$ cat src/rtl/adder_accum_pkg.sv
// rtl/adder_accum_pkg.sv - shared constants and state encoding for adder_accum_25bit
package adder_accum_pkg;

  localparam int ACC_WIDTH = 25;
  localparam int ACC_CNT_W = 8;

  typedef enum logic [1:0] {
    IDLE  = 2'd0,
    ACCUM = 2'd1,
    HOLD  = 2'd2
  } state_e;

endpackage

$ cat src/rtl/csa_25bit.sv
// rtl/csa_25bit.sv - carry-select adder, low half ripples, high half precomputed for both carries
module csa_25bit #(
  parameter int WIDTH = 25
) (
  input  logic [WIDTH-1:0] a,
  input  logic [WIDTH-1:0] b,
  input  logic             cin,
  output logic [WIDTH-1:0] sum,
  output logic             cout
);

  localparam int LO_W = WIDTH / 2;
  localparam int HI_W = WIDTH - LO_W;

  logic [LO_W:0] lo;
  logic [HI_W:0] hi0;
  logic [HI_W:0] hi1;

  always_comb begin
    lo  = {1'b0, a[LO_W-1:0]} + {1'b0, b[LO_W-1:0]} + {{LO_W{1'b0}}, cin};
    hi0 = {1'b0, a[WIDTH-1:LO_W]} + {1'b0, b[WIDTH-1:LO_W]};
    hi1 = {1'b0, a[WIDTH-1:LO_W]} + {1'b0, b[WIDTH-1:LO_W]} + {{HI_W{1'b0}}, 1'b1};
    // the low half's carry only steers a mux, keeping the critical path short
    sum  = {(lo[LO_W] ? hi1[HI_W-1:0] : hi0[HI_W-1:0]), lo[LO_W-1:0]};
    cout = lo[LO_W] ? hi1[HI_W] : hi0[HI_W];
  end

endmodule

$ cat src/rtl/adder_accum_25bit.sv
// rtl/adder_accum_25bit.sv - streaming group accumulator around csa_25bit
// ADDER_ACCUM_SAT_EN selects a saturating sum instead of wrap-and-count-carries.
module adder_accum_25bit
  import adder_accum_pkg::*;
#(
  parameter int WIDTH = ACC_WIDTH,
  parameter int CNT_W = ACC_CNT_W
) (
  input  logic             i_clk,
  input  logic             i_rst,
  input  logic             i_valid,
  output logic             o_ready,
  input  logic [WIDTH-1:0] i_data,
  input  logic             i_last,
  output logic             o_valid,
  input  logic             i_ready,
  output logic [WIDTH-1:0] o_sum,
  output logic [CNT_W-1:0] o_carries,
  output logic [CNT_W-1:0] o_count,
  output logic             o_ovf
);

  localparam logic [CNT_W-1:0] CNT_MAX = '1;

  state_e           state_q, state_d;
  logic [WIDTH-1:0] acc_q, acc_d;
  logic [CNT_W-1:0] carries_q, carries_d;
  logic [CNT_W-1:0] count_q, count_d;
  logic             ovf_q, ovf_d;
  logic [WIDTH-1:0] res_sum_q, res_sum_d;
  logic [CNT_W-1:0] res_carries_q, res_carries_d;
  logic [CNT_W-1:0] res_count_q, res_count_d;
  logic             res_ovf_q, res_ovf_d;

  logic [WIDTH-1:0] add_sum;
  logic             add_cout;
  logic             beat;

  csa_25bit #(.WIDTH(WIDTH)) u_csa (
    .a    (acc_q),
    .b    (i_data),
    .cin  (1'b0),
    .sum  (add_sum),
    .cout (add_cout)
  );

  assign o_ready   = (state_q != HOLD) && !i_rst;
  assign o_valid   = (state_q == HOLD) && !i_rst;
  assign o_sum     = i_rst ? '0 : res_sum_q;
  assign o_carries = i_rst ? '0 : res_carries_q;
  assign o_count   = i_rst ? '0 : res_count_q;
  assign o_ovf     = i_rst ? 1'b0 : res_ovf_q;

  assign beat = i_valid && o_ready;

  always_comb begin
    state_d       = state_q;
    acc_d         = acc_q;
    carries_d     = carries_q;
    count_d       = count_q;
    ovf_d         = ovf_q;
    res_sum_d     = res_sum_q;
    res_carries_d = res_carries_q;
    res_count_d   = res_count_q;
    res_ovf_d     = res_ovf_q;

    case (state_q)
      IDLE, ACCUM: begin
        if (beat) begin
          acc_d = add_sum;
`ifdef ADDER_ACCUM_SAT_EN
          // once saturated, any further nonzero operand carries again, so acc stays pinned
          if (add_cout) begin
            acc_d = '1;
            ovf_d = 1'b1;
          end
`else
          if (add_cout) begin
            if (carries_q == CNT_MAX) begin
              ovf_d = 1'b1;
            end else begin
              carries_d = carries_q + 1'b1;
            end
          end
`endif
          if (count_q == CNT_MAX) begin
            ovf_d = 1'b1;
          end else begin
            count_d = count_q + 1'b1;
          end

          if (i_last) begin
            state_d       = HOLD;
            res_sum_d     = acc_d;
            res_carries_d = carries_d;
            res_count_d   = count_d;
            res_ovf_d     = ovf_d;
          end else begin
            state_d = ACCUM;
          end
        end
      end

      HOLD: begin
        if (i_ready) begin
          state_d   = IDLE;
          acc_d     = '0;
          carries_d = '0;
          count_d   = '0;
          ovf_d     = 1'b0;
        end
      end

      default: begin
        state_d   = IDLE;
        acc_d     = '0;
        carries_d = '0;
        count_d   = '0;
        ovf_d     = 1'b0;
      end
    endcase
  end

  always_ff @(posedge i_clk) begin
    if (i_rst) begin
      state_q       <= IDLE;
      acc_q         <= '0;
      carries_q     <= '0;
      count_q       <= '0;
      ovf_q         <= 1'b0;
      res_sum_q     <= '0;
      res_carries_q <= '0;
      res_count_q   <= '0;
      res_ovf_q     <= 1'b0;
    end else begin
      state_q       <= state_d;
      acc_q         <= acc_d;
      carries_q     <= carries_d;
      count_q       <= count_d;
      ovf_q         <= ovf_d;
      res_sum_q     <= res_sum_d;
      res_carries_q <= res_carries_d;
      res_count_q   <= res_count_d;
      res_ovf_q     <= res_ovf_d;
    end
  end

endmodule

$ cat config.mk
export PLATFORM = sky130hd
export DESIGN_NAME = adder_accum_25bit
export DESIGN_NICKNAME = d
export VERILOG_FILES = /design/src/rtl/adder_accum_pkg.sv /design/src/rtl/csa_25bit.sv /design/src/rtl/adder_accum_25bit.sv
export SDC_FILE = /design/constraint.sdc
export NUM_CORES = 1
export LEC_CHECK = 0
export BUFFER_PORTS_ARGS = -buffer_cell sky130_fd_sc_hd__buf_4
export CAP_MARGIN = 20
export CORE_ASPECT_RATIO = 1.5
export CORE_MARGIN = 5
export CORE_UTILIZATION = 35
export CTS_CLUSTER_DIAMETER = 200
export DETAILED_ROUTE_END_ITERATION = 8
export GPL_TIMING_DRIVEN = 0
export PLACE_DENSITY = 0.5
export RECOVER_POWER = 50
export SLEW_MARGIN = 0
export SYNTH_ARGS = -nofsm -noshare
export SYNTH_HDL_FRONTEND = slang
export SYNTH_SLANG_ARGS = --single-unit
$ cat constraint.sdc
create_clock -name i_clk -period 5.35 [get_ports i_clk]
set_input_delay 0.2675 -clock i_clk [delete_from_list [all_inputs] [get_ports i_clk]]
set_output_delay 0.2675 -clock i_clk [all_outputs]
set_load 0.005 [all_outputs]
==> implementation parameters, run 1 <==
Parameter                              Value

Status
  Result of the run ... finished clean

Worst setup path
  R2R Path End ... res_carries_q[6]$_SDFFE_PP0P_
  Endpoint kind of the worst setup timing path ... flip-flop
  Standard cell with the maximum stage delay on the critical path ... a2111oi_0
  Required @ worst endpoint ... 5600 ps
  Critical path peak fanout ... 10
  Launching element type of the critical path ... flip-flop
  Slowest Stage Delay on Critical Path ... 440 ps
  Cell count of the worst reg-to-reg path ... 14
  Reg-to-Reg Start ... acc_q[12]$_SDFFE_PP0P_
  Kind of critical path ... flip-flop to flip-flop
  Ordered cell list for the critical path ... ha_1, inv_1, fa_1, nand2b_1, a2111oi_0, a311oi_1, and3b_1, nand3_1, nor4b_4, xnor2_1, buf_2, buf_2, nor3_1, o31ai_1
  Top cell by count, worst path ... buf_2
  R2r setup slk ... 1490 ps
  Data arrival time of the critical path ... 4110 ps

Worst hold path
  Worst min path class ... input pin to flip-flop
  Origin of the worst min-delay path ... i_ready
  Worst hold path depth ... 2
  Hold Crit Endpoint ... state_q[1]$_SDFFE_PP0P_

Clock network
  Post-CTS setup buffer count ... 0
  Clock latency on the worst-skew pair ... 350 ps
  Inserted Clock Buffers ... 9
  Number of buffers inserted by hold repair at cts ... 0
  Resize count post-CTS ... 0
  Clock edge transition at the registers on the reported setup and hold paths ... 70 ps
  Cell at the root of the clock tree ... clkbuf_16
  Max Buffers Root-to-Sink ... 2
  Maximum level of the CTS H-tree ... 3
  Number of clock sinks ... 86
  Clock tree from TritonCTS ... yes

Cells and area
  Area added between synthesis and finish ... 22.28%
  ANT cells ... 0
  Final std cells w/o fill ... 926
  Fraction of final layout cells sized beyond drive strength 1 ... 15.21%
  Nets ... 785

Timing
  Slew Viols, Final ... 0
  Relative max-transition margin ... 49.44%
  Final period demand of the worst path ... 3859 ps
  Part of the cycle the worst path needs ... 72.13%
  Final setup fails ... 0
  Setup repair after global routing missed its margin ... no
  Transition at the pin with the smallest max-transition slack ... 755.8 ps
  Timing-limited maximum frequency ... 259.2 MHz
  Number of hold violations in the final report ... 0
  Final total negative setup slack ... 0 ps
  Worst Clk Skew ... 9.146 ps

Synth
  Cell accounting for the most synthesized area ... dfxtp_1
  Number of storage elements in the synthesis netlist ... 86
  Number of library cell types mapped by synthesis ... 58
  Main flop type after synthesis ... dfxtp_1
  Library cell with the highest instance count after synthesis ... dfxtp_1
  List of most frequent post-synthesis cells ... dfxtp_1, nand2_1, nor2_1
  Post-synthesis sequential area ratio ... 33.39%
  Number of nets produced by synthesis ... 701
  Netlist Area Pre-Place ... 0.005156 mm2
  Post-synth EDFFs ... 0
  Synth Area per Inst ... 8.044 um2
  Area share of the largest cell type after synthesis ... 33.39%
  Ranking of synthesized cells by area ... dfxtp_1, ha_1, nor2b_1, nand2_1, nor2_1
  Number of warnings issued by yosys ... 0
  Fraction of registers with async set/reset ... 0%
  Synthesized netlist cell count ... 641

Drt
  Post-route antenna net violation count ... 0
  Vias/cell ... 5.138
  Wirelength per Cell ... 16.25 um
  1st-pass router iterations ... 4
  Remaining design rule violation count ... 0
  Final routed wirelength across all metal layers ... 15040 um
  Via count ... 4758
  1st-iter DRT viols ... 181

Floorplanning
  Io pins ... 74
  Core Box Area ... 0.01453 mm2
  Initial Util ... 35.50%
  Die area ... 0.01731 mm2
  Die span in y ... 158.7 um
  Standard-cell row count ... 54
  Horizontal extent of the die ... 109.1 um

Placement
  RD Place Congestion ... 0.8314
  Port bufs ... 73
  Placed instance count ... 910
  Detail Placement HPWL ... 11530 um

GRT
  Number of antenna violations at the first check in global routing ... 0
  Largest net degree at the start of global routing ... 16
  Global-route usage over all layers ... 18.09%
  Wire length of the first global-routing pass ... 24280 um
  Overflow left after global routing ... 0
  Number of global-route vias before repair ... 4762

Pwr
  Static Leakage ... 2.510 nW
  PwrDens ... 293.9 mW/mm2
  Maximum vdd drop ... 176.7 uV

Flow run
  Maximum Capacitance Violations ... 0
kinds of logic (layout without fill, tap and decap cells):
family / Yosys count / count (layout) / synth area share, %
AO/OA/AOI/OAI: 151 / 151 / 19.34
XOR/XNOR: 32 / 32 / 5.435
adder cells (fa/ha/maj): 30 / 30 / 7.571
buffers and inverters: 52 / 141 / 3.858
flip-flops: 86 / 86 / 33.39
multiplexers: 17 / 17 / 3.688
AND/OR/NAND/NOR: 273 / 273 / 26.72
through the flow:
| stage | instance area [um2] | power [mW] | utilization (%) | worst slack (ps) | hold slack, ps |
|---|---|---|---|---|---|
| CTS | 6320 | 1.875 | 43.51 | 1478 | 110.4 |
| global route | 6305 | 1.945 | 43.40 | 1189 | 116.0 |
| global placement | 5949 | 1.073 | 40.96 | 1606 | 467.2 |
| detailed placement | 5949 | 1.078 | 40.96 | 1478 | 470.2 |
| floorplan | 5156 | 0.9592 | - | 2133 | 356.9 |
| finish | 6305 | 1.853 | 43.40 | 1491 | 115.7 |
sequential cells by signal (all words and copies together) (netlist names):
signal	flops
res_ovf_q	1
res_sum_q	25
res_count_q	8
carries_q	8
state_q	2
res_carries_q	8
acc_q	25
ovf_q	1
count_q	8
layer usage:
metal | GRT usage (%) | part of all wire [%] | vias to the layer above
li1 | - | - | 2433
met1 | 20.62 | 41 | 2231
met2 | 32.78 | 53 | 76
met3 | 3.043 | 4.0 | 18
met4 | 7.762 | 2.6 | 0
met5 | 0 | 0 | -
layout make-up:
type,instances,area (um2)
fillers,1506,8222
clock buffers,9,225.2
flip-flops and latches,86,1722
clock inverters,7,145.1
repair buffers,73,533.0
well taps,196,245.2
multi-input cells,503,3236
plain buffers,37,142.6
inverters,15,56.30
worst max-delay path, delay by kind of cell, from the launching register on:
family	cells	cell delay, ps
AND/OR/NAND/NOR	5	1120
AO/OA/AOI/OAI	3	850
buffers and inverters	3	610
adder cells (fa/ha/maj)	2	590
flip-flops	1	330
XOR/XNOR	1	270
power by group:
group	switching [mW]	internal, mW	total, mW
Sequential	0.0184	0.679	0.697
Clock	0.287	0.507	0.795
Combinational	0.211	0.150	0.362
cell usage in the layout, fill, tap and decap left out, types with 21 or more instances in the layout:
cell and count:
dfxtp_1 86, a22oi_1 21, o21ai_0 27, ha_1 28
clkbuf_1 37, nor2b_1 47, nand2_1 67, nand3_1 21
nor2_1 66, clkbuf_4 40, buf_4 29, a21oi_1 36
xnor2_1 22
worst max-delay path by stage:
stage	start	endpoint	slack (ps)	cells after the start
after floorplan	acc_q[0]$_SDFFE_PP0P_	res_carries_q[6]$_SDFFE_PP0P_	2130	14
after global placement	i_data[0]	res_carries_q[6]$_SDFFE_PP0P_	1610	15
after detailed placement	i_data[12]	res_carries_q[6]$_SDFFE_PP0P_	1480	15
after CTS	acc_q[12]$_SDFFE_PP0P_	res_carries_q[6]$_SDFFE_PP0P_	1480	14
after global routing	acc_q[12]$_SDFFE_PP0P_	res_carries_q[6]$_SDFFE_PP0P_	1190	14
final	acc_q[12]$_SDFFE_PP0P_	res_carries_q[6]$_SDFFE_PP0P_	1490	14
Power figures use the tool's default switching activity.
==> run 2, diff against run 1 <==
PLACE_DENSITY = 0.52   (was 0.5)
clock period = 3.4 ns   (was 5.35 ns; I/O delays follow)
==> implementation parameters, run 2 (synthesis results as in run 1) <==
Parameter                              Value

Clock network
  Number of clock sinks ... 86 (unchanged)
  Maximum level of the CTS H-tree ... 3 (unchanged)
  Cell at the root of the clock tree ... clkbuf_16 (unchanged)
  Number of buffers inserted by hold repair at cts ... 0 (unchanged)
  Clock edge transition at the registers on the reported setup and hold paths ... 60 ps (was 70 ps)
  Clock latency on the worst-skew pair ... 340 ps (was 350 ps)
  Max Buffers Root-to-Sink ... 2 (unchanged)
  Clock tree from TritonCTS ... yes (unchanged)
  Inserted Clock Buffers ... 9 (unchanged)

Timing
  Final setup fails ... 0 (unchanged)
  Part of the cycle the worst path needs ... 97.18% (was 72.13%)
  Final period demand of the worst path ... 3304 ps (was 3859 ps)
  Relative max-transition margin ... 53.74% (was 49.44%)
  Worst Clk Skew ... 8.917 ps (was 9.146 ps)
  Number of hold violations in the final report ... 0 (unchanged)
  Slew Viols, Final ... 0 (unchanged)
  Setup repair after global routing missed its margin ... yes (was no)
  Transition at the pin with the smallest max-transition slack ... 693.8 ps (was 755.8 ps)
  Final total negative setup slack ... 0 ps (unchanged)
  Timing-limited maximum frequency ... 302.6 MHz (was 259.2 MHz)

GRT
  Number of antenna violations at the first check in global routing ... 0 (unchanged)
  Largest net degree at the start of global routing ... 14 (was 16)
  Wire length of the first global-routing pass ... 23920 um (was 24280 um)
  Number of global-route vias before repair ... 4723 (was 4762)
  Global-route usage over all layers ... 17.75% (was 18.09%)
  Overflow left after global routing ... 0 (unchanged)

Floorplanning
  Standard-cell row count ... 54 (unchanged)
  Io pins ... 74 (unchanged)
  Core Box Area ... 0.01453 mm2 (unchanged)
  Die area ... 0.01731 mm2 (unchanged)
  Die span in y ... 158.7 um (unchanged)
  Initial Util ... 35.50% (unchanged)
  Horizontal extent of the die ... 109.1 um (unchanged)

Cells and area
  Nets ... 797 (was 785)
  Commonest cells after routing, fill and taps aside ... dfxtp_1, nand2_1, nor2_1 (unchanged)
  Most frequent standard cell in the layout excluding fill and tap cells ... dfxtp_1 (unchanged)
  ANT cells ... 0 (unchanged)
  Area added between synthesis and finish ... 26.98% (was 22.28%)
  Largest registers in the final layout ... acc_q (25), res_sum_q (25) (unchanged)
  Fill cell instance count of the final layout ... 1494 (was 1506)
  Fraction of final layout cells sized beyond drive strength 1 ... 20.62% (was 15.21%)

Worst hold path
  Origin of the worst min-delay path ... i_ready (unchanged)
  Hold Crit Endpoint ... state_q[1]$_SDFFE_PP0P_ (unchanged)
  Worst hold path depth ... 2 (unchanged)
  Worst min path class ... input pin to flip-flop (unchanged)

Pwr
  PwrDens ... 403.2 mW/mm2 (was 293.9 mW/mm2)
  Total power draw ... 2.640 mW (was 1.853 mW)
  Static Leakage ... 2.573 nW (was 2.510 nW)
  Maximum vdd drop ... 247.6 uV (was 176.7 uV)

Drt
  Remaining design rule violation count ... 0 (unchanged)
  Via count ... 4891 (was 4758)
  Vias/cell ... 5.214 (was 5.138)
  Wirelength per Cell ... 16.34 um (was 16.25 um)
  1st-pass router iterations ... 5 (was 4)
  Post-route antenna net violation count ... 0 (unchanged)
  Final routed wirelength across all metal layers ... 15330 um (was 15040 um)
  1st-iter DRT viols ... 207 (was 181)

Worst setup path
  Kind of critical path ... flip-flop to flip-flop (unchanged)
  Launching element type of the critical path ... flip-flop (unchanged)
  Critical path peak fanout ... 5 (was 10)
  R2R Path End ... res_carries_q[0]$_SDFFE_PP0P_ (was res_carries_q[6]$_SDFFE_PP0P_)
  Required @ worst endpoint ... 3670 ps (was 5600 ps)
  Cell count of the worst reg-to-reg path ... 14 (unchanged)
  Reg-to-Reg Start ... acc_q[12]$_SDFFE_PP0P_ (unchanged)
  Endpoint kind of the worst setup timing path ... flip-flop (unchanged)
  Data arrival time of the critical path ... 3580 ps (was 4110 ps)
  R2r setup slk ... 100 ps (was 1490 ps)

Flow run
  Maximum Capacitance Violations ... 0 (unchanged)

Placement
  Detail Placement HPWL ... 11470 um (was 11530 um)
  RD Place Congestion ... 0.8187 (was 0.8314)
  Port bufs ... 73 (unchanged)

Status
  Result of the run ... finished clean (unchanged)
==> run 2: final cells by class <==
type,instances,area [um2],share of cell area (%)
clock buffer,12,246.5,3.765
timing repair buffer,84,626.9,9.574
clock inverter,4,22.52,0.3440
inverter,15,56.30,0.8599
tap,196,245.2,3.745
buffer,37,147.6,2.255
sequential,86,1723,26.31
multi-input combinational,504,3480,53.14
==> run 2: critical path, stage by stage (launching register included) <==
cell and delay (ps):
dfxtp_2 360, ha_4 140, inv_2 40, fa_2 380, nand2b_4 200, a2111oi_4 380
a311oi_2 90, and3b_2 290, nand3_4 100, nor4b_4 380, xnor2_2 140, buf_4 170
buf_6 130, or3_1 300, a31oi_1 150
==> run 2: per-layer routing <==
metal | share of wire (%) | up-vias | GRT usage, %
li1 | - | 2464 | -
met1 | 41 | 2281 | 20.91
met2 | 53 | 128 | 32.95
met3 | 4.3 | 18 | 2.799
met4 | 1.7 | 0 | 4.693
met5 | 0 | - | 0
==> run 2: worst max-delay path by stage <==
| stage | start | endpoint | slack (ps) | cells after the start |
|---|---|---|---|---|
| global placement | acc_q[12]$_SDFFE_PP0P_ | carries_q[1]$_SDFFE_PP0P_ | -320 | 12 |
| floorplan | acc_q[0]$_SDFFE_PP0P_ | res_carries_q[6]$_SDFFE_PP0P_ | 180 | 14 |
| CTS | acc_q[0]$_SDFFE_PP0P_ | res_carries_q[0]$_SDFFE_PP0P_ | 9 | 14 |
| detailed placement | acc_q[12]$_SDFFE_PP0P_ | res_carries_q[6]$_SDFFE_PP0P_ | -410 | 14 |
| finish | acc_q[12]$_SDFFE_PP0P_ | res_carries_q[0]$_SDFFE_PP0P_ | 100 | 14 |
| global route | acc_q[12]$_SDFFE_PP0P_ | res_carries_q[0]$_SDFFE_PP0P_ | -60 | 14 |
==> run 2: repair_timing <==
action | CTS | global route
setup endpoints to repair | 18 | 18
pin swaps | 7 | 13
gates resized for setup | 21 | 24
setup buffers | 7 | 4
cloned | 0 | 1
==> run 2: stage by stage <==
| stage | area [um2] | instances | utilization [%] | worst slack (ps) | hold slack, ps |
|---|---|---|---|---|---|
| 2_1_floorplan | 5156 | 641 | - | 182.9 | 259.4 |
| 3_3_place_gp | 5949 | 910 | 40.96 | -321.7 | 372.1 |
| 3_5_place_dp | 5949 | 910 | 40.96 | -412.5 | 372.0 |
| 4_1_cts | 6382 | 933 | 43.94 | 8.786 | 11.83 |
| 5_1_grt | 6548 | 938 | 45.07 | -57.05 | 19.43 |
| 6_report | 6548 | 938 | 45.07 | 95.71 | 27.47 |
==> run 2: power breakdown <==
| part | internal, mW | switching [mW] |
|---|---|---|
| sequential | 1.07 | 0.0300 |
| combinational | 0.267 | 0.361 |
| clock | 0.512 | 0.401 |
